## src/rtl/register_memory_interface.sv

```systemverilog
// register_memory_interface: register file + data memory moved by a 2-bit opcode, registered data_out.
// Optional RMI_ECHO_EN: data_out also shows the value moved by every opcode.
module register_memory_interface #(
  parameter int DATA_W = 4,
  parameter int REG_AW = 4,
  parameter int MEM_AW = 4
) (
  input  logic              clk,
  input  logic              rst,
  input  logic [REG_AW-1:0] reg_adrs,
  input  logic [MEM_AW-1:0] mem_adrs,
  input  logic [DATA_W-1:0] data_in,
  input  logic [1:0]        opcode,
  output logic [DATA_W-1:0] data_out
);
  logic [DATA_W-1:0] regs [2**REG_AW];
  logic [DATA_W-1:0] mem [2**MEM_AW];
  logic [DATA_W-1:0] mem_rd, reg_rd, mem_wd;
  logic              mem_we, reg_we, out_we;
  always_comb begin
    mem_rd = mem[mem_adrs];
    reg_rd = regs[reg_adrs];
    mem_wd = opcode[0] ? reg_rd : data_in;
    mem_we = ~opcode[1];
    reg_we = opcode == 2'd2;
`ifdef RMI_ECHO_EN
    out_we = 1'b1;
`else
    out_we = opcode == 2'd3;
`endif
  end
  always_ff @(posedge clk or posedge rst) begin
    if (rst) begin
      for (int i = 0; i < 2**REG_AW; i++) regs[i] <= '0;
      for (int i = 0; i < 2**MEM_AW; i++) mem[i] <= '0;
      data_out <= '0;
    end else begin
      if (mem_we) mem[mem_adrs] <= mem_wd;
      if (reg_we) regs[reg_adrs] <= mem_rd;
      // opcodes 2 and 3 both move a memory word; 0 and 1 move mem_wd
      if (out_we) data_out <= opcode[1] ? mem_rd : mem_wd;
    end
  end
endmodule

```

## config.mk

```make
export PLATFORM = sky130hd
export DESIGN_NAME = register_memory_interface
export DESIGN_NICKNAME = d
export VERILOG_FILES = /design/src/rtl/register_memory_interface.sv
export SDC_FILE = /design/constraint.sdc
export NUM_CORES = 1
export LEC_CHECK = 0
export BUFFER_PORTS_ARGS = -buffer_cell sky130_fd_sc_hd__buf_2
export CAP_MARGIN = 20
export CORE_MARGIN = 2
export CORE_UTILIZATION = 35
export CTS_BUF_LIST = sky130_fd_sc_hd__clkbuf_2
export CTS_CLUSTER_SIZE = 20
export DETAILED_ROUTE_END_ITERATION = 10
export PLACE_DENSITY = 0.51
export SLEW_MARGIN = 20
export SYNTH_ARGS = -nofsm -noshare
export SYNTH_HDL_FRONTEND = slang
export SYNTH_SLANG_ARGS = --single-unit
```

## constraint.sdc

```tcl
create_clock -name clk -period 7 [get_ports clk]
set_input_delay 0.7 -clock clk [delete_from_list [all_inputs] [get_ports clk]]
set_output_delay 0.7 -clock clk [all_outputs]
set_load 0.01 [all_outputs]
```

After elaboration in Yosys (flattened, before gate mapping)
Index checks and enable logic that the tools add are counted.
{"block": "word_totals", "regBits": 132, "inputBits": 16, "out_inout_bits": 4, "elab_cells": 57}
{"block": "classes", "magnitude_cmp": 4, "n_eq_ne": 2, "mux": 14, "bitwise_logic": 2, "reduce_logical": 2}
{"op": "64-bit bitwise mux", "count": 2}
{"op": "4-bit binary-select mux with 4-bit select", "count": 2}
{"op": "4-bit demux with 4-bit select", "count": 2}
{"op": "4-bit 2-to-1 mux", "count": 8}
{"op": "5-bit greater-or-equal comparator, second input constant", "count": 2}
{"op": "5-bit by 1-bit less-than comparator with 1-bit output, second input constant", "count": 2}
{"op": "4-bit inverter with 5-bit output", "count": 2}
{"op": "2-bit equality test, second input constant", "count": 2}
{"op": "1-bit logical AND", "count": 2}

Depth between registers and ports, before layout
{"block": "depth", "depth_word": 6, "mapped_depth": 7, "ltp_nobuf": 4}

Least setup slack after synthesis
No wires, ideal clock.
{"block": "synth_path", "path_type": "input-to-reg", "start": "in mem_adrs[0]", "end": "reg regs[17] (netlist bit)", "setup_ns": 0.135, "arrival_ns": 2.134, "required_ns": 6.865, "setup_slack_ns": 4.731, "path_stages": 6, "n_path_buf": 2, "path_cell_list": "buf_6 -> mux4_1 -> a22o_1 -> a221oi_4 -> buf_8 -> mux2i_1"}
{"block": "synth_via", "elab_chain_len": 5}
{"element": "start: declaration", "line": "11", "rtl": "input logic [MEM_AW-1:0] mem_adrs,"}
{"element": "4-bit inverter with 5-bit output (not written as such)", "line": "21", "rtl": "mem_rd = mem[mem_adrs];"}
{"element": "4-bit binary-select mux with 4-bit select", "line": "21"}
{"element": "4-bit 2-to-1 mux (not written as such) (2 in a row)", "line": "21"}
{"element": "64-bit bitwise mux", "line": "39", "rtl": "if (reg_we) regs[reg_adrs] <= mem_rd;"}
{"element": "end signal: indexed assignment", "line": "39"}
{"element": "end: declaration", "line": "16", "rtl": "logic [DATA_W-1:0] regs [2**REG_AW];"}
Every way passes these cells. The select of a mux whose other input is x is not followed.
A chain may end at the register's enable or synchronous reset.

Final worst setup path
{"block": "layout_path", "start": "in mem_adrs[0]", "end": "reg regs[20] (netlist bit)"}
The elaborated chain is that of the path after synthesis.

==> results.tsv <==
stage	metric	value	unit
synth	proportion of synthesized chip area in sequential cells	0.525	
setup_path	crit path capture type	flip-flop	
floorplanning	standard-cell rows	49	
sta	setup repair after global routing missed its margin	false	
detailed_routing	remaining antenna violation count	0	
finish	layout net count	554	
sta	number of endpoints with negative hold slack in the final report	0	
global_route	largest net degree at the start of global routing	86	
clock_tree	root buffer selected by CTS	clkbuf_2	
synth	Post-synth ARST share	1.00	
synth	number of synthesized flops with an enable pin	0	
sta	final period utilization	0.364	
synth	portion of synthesized cell area occupied by the leading cell type	0.525	
worst_hold_path	Hold WC Path Type	in -> async	
synth	Cells after Synth	528	
setup_path	required time at the worst-slack endpoint	7.55	ns
placed_design	Port-buffer cells	19	
finish	fraction of layout instances using a drive strength above 1	0.245	
finish	final std cells w/o fill	781	
finish	most frequent standard cell in the layout excluding fill and tap cells	dfrtp_1	
finish	area of all placed cells without fillers	6760	um2
run	total of max-cap violations	0	
global_route	vias in the first global route	4257	
floorplanning	initial cell density of the core	0.354	
synth	per-instance average area after synthesis	11.9	um2
detailed_routing	via count	4164	
sta	worst slew margin relative to its limit	0.307	
synth	post-synthesis register bit count	132	
power_and_ir_drop	power density over cell area	273	nW/um2
placed_design	placed standard-cell area	6530	um2
detailed_routing	Wirelength per Cell	18.9	um
synth	largest family of logic cells by synthesized area	multiplexers	
synth	largest area contributor in the synthesized netlist	dfrtp_1	
detailed_routing	Iter 0 DRT Violations	241	
global_route	final global-route overflow total	0	
detailed_routing	per-cell via count in the routed design	5.33	
setup_path	Critical Path AT	3.09	ns
power_and_ir_drop	peak ir drop on the vdd network	0.000144	V
floorplanning	die footprint	19100	um2
synth	synthesized-area fraction occupied by and/or/nand/nor cells	0.102	
clock_tree	number of sinks driven by the clock tree	132	
sta	peak clock frequency supported by timing	393	MHz
clock_tree	Post-CTS Hold Buffers	0	
sta	hold_ws	0.131	ns
global_route	aggregate global-route resource usage	0.162	
global_route	wire length of the first global-routing pass	24.3	mm
power_and_ir_drop	total design power	1.84	mW
floorplanning	Core ar.	17800	um2
synth	fraction of the mapped netlist area in compound gates	0.147	
synth	distinct cell type count of the synthesized netlist	38	
outcome	run status	finished, final reports clean	
clock_tree	clock-pin slew on the worst setup and hold paths	0.22	ns
clock_tree	Num CTS Buffers	17	
finish	filler instances	1774	
synth	Cell Area, Synth	6300	um2
synth	dominant register cell in the synthesized netlist	dfrtp_1	
sta	worst-margin pin slew	1.04	ns
clock_tree	clock insertion delay at the later pin of the skew report	0.68	ns
sta	final-report max-slew violation count	0	
synth	Adder-Cell Fraction of Synth Area	0	
clock_tree	largest buffer count on any clock path	2	
finish	most used cells in the layout excluding fill and tap cells	dfrtp_1, nand2_1, o31ai_1	
synth	Warnings, synthesis	0	
finish	area growth from synthesis to layout	7.29	%
synth	synthesized net count	544	
sta	Fin Clk Skew	0.0441	ns
synth	ranking of synthesized cells by area	dfrtp_1, mux2_2, o31ai_1	
global_route	initial antenna violation count	1	
setup_path	type of origin of the critical path	input port	
detailed_routing	number of remaining DRC errors	0	
clock_tree	depth of the CTS H-tree	4	
sta	crit path time final	2.55	ns
floorplanning	I/O pin cnt	20	
setup_path	largest fanout on the critical path	20	
placed_design	Cells after DPL	748	
clock_tree	TritonCTS clock tree	built	
sta	Total Neg Setup Slack	0	ns
detailed_routing	final wirelength	14.8	mm
floorplanning	die boundary width	138	um
setup_path	reg2reg setup slack	4.65	ns
synth	proportion of synthesized area in mux cells	0.193	
floorplanning	vertical die dimension	138	um
detailed_routing	first-pass iteration count of the detailed router	5	
clock_tree	post-CTS sizing	0	
sta	number of setup violations in the final report	0	
synth	xor and xnor fraction of the mapped netlist area	0	
placed_design	gp weighted congestion	0.805	
power_and_ir_drop	leakage power	3.02	nW
placed_design	detailed placer's ending HPWL	9.93	mm
setup_path	worst setup path class	in -> reg	
clock_tree	number of buffers inserted by post-CTS setup repair	0	
power by group:
part	internal, mW	total [mW]	leakage (nW)	switching (mW)
sequential	0.920	0.999	1.72	0.0797
clock	0.159	0.448	0.134	0.289
combinational	0.179	0.397	1.17	0.218
sequential cells by signal, summed over array words and instances (netlist names):
name and count:
data_out 4, regs 64, mem 64
cell usage after synthesis, types with 8 or more instances:
cell type  number
buf_2           8
o21ai_0        14
nor2_1         10
inv_1           9
o31ai_1        68
mux2i_1        11
clkbuf_1       12
mux2_2         54
nand2_1       112
dfrtp_1       132
mux4_1          8
mux4_2         12
nor2b_1         8
routing by layer:
metal  share of wire  up-vias  track usage  routed length [um]
met1            0.51     2122        0.240                7550
met2            0.45       62        0.242                6650
met3           0.030        8       0.0343                 436
met4          0.0092        0       0.0451                 136
li1                -     1972            -                   -
met5               0        -            0                   0
layout make-up:
class	instances	area, um2	area share
clock buffers	17	85.1	0.0126
repair buffers	21	110	0.0163
flip-flops and latches	132	3300	0.489
well taps	229	287	0.0424
multi-input cells	357	2790	0.413
diodes	1	2.50	0.000370
clock inverters	15	141	0.0209
inverters	9	38.8	0.00574
worst max-delay path, stage by stage:
cell	delay (ns)
buf_2	0.48
mux4_1	0.64
a22oi_1	0.32
nand2_1	0.49
mux2_2	0.45
per-stage QoR:
| step | setup slack (ns) | utilization |
|---|---|---|
| 4_1_cts | 4.48 | 0.380 |
| 3_5_place_dp | 3.70 | 0.367 |
| 2_1_floorplan | 2.77 | - |
| 6_report | 4.45 | 0.380 |
| 3_3_place_gp | 3.71 | 0.367 |
| 5_1_grt | 4.33 | 0.380 |
cell families after synthesis:
family,after synthesis
AO/OA/AOI/OAI,122
buffers and inverters,39
flip-flops,132
multiplexers,86
AND/OR/NAND/NOR,149
worst paths after layout:
check / end / start / cells after the start
worst max-delay path: regs[20] / mem_adrs[0] / 5
worst min-delay path: mem[44] / rst / 2
worst max register to register: regs[20] / mem[40] / 4
worst min register to register: mem[60] / mem[60] / 2
max in group asynchronous: regs[20] / rst / 3
min in group clk: mem[43] / data_in[3] / 3
(Power assumes the default switching activity.)
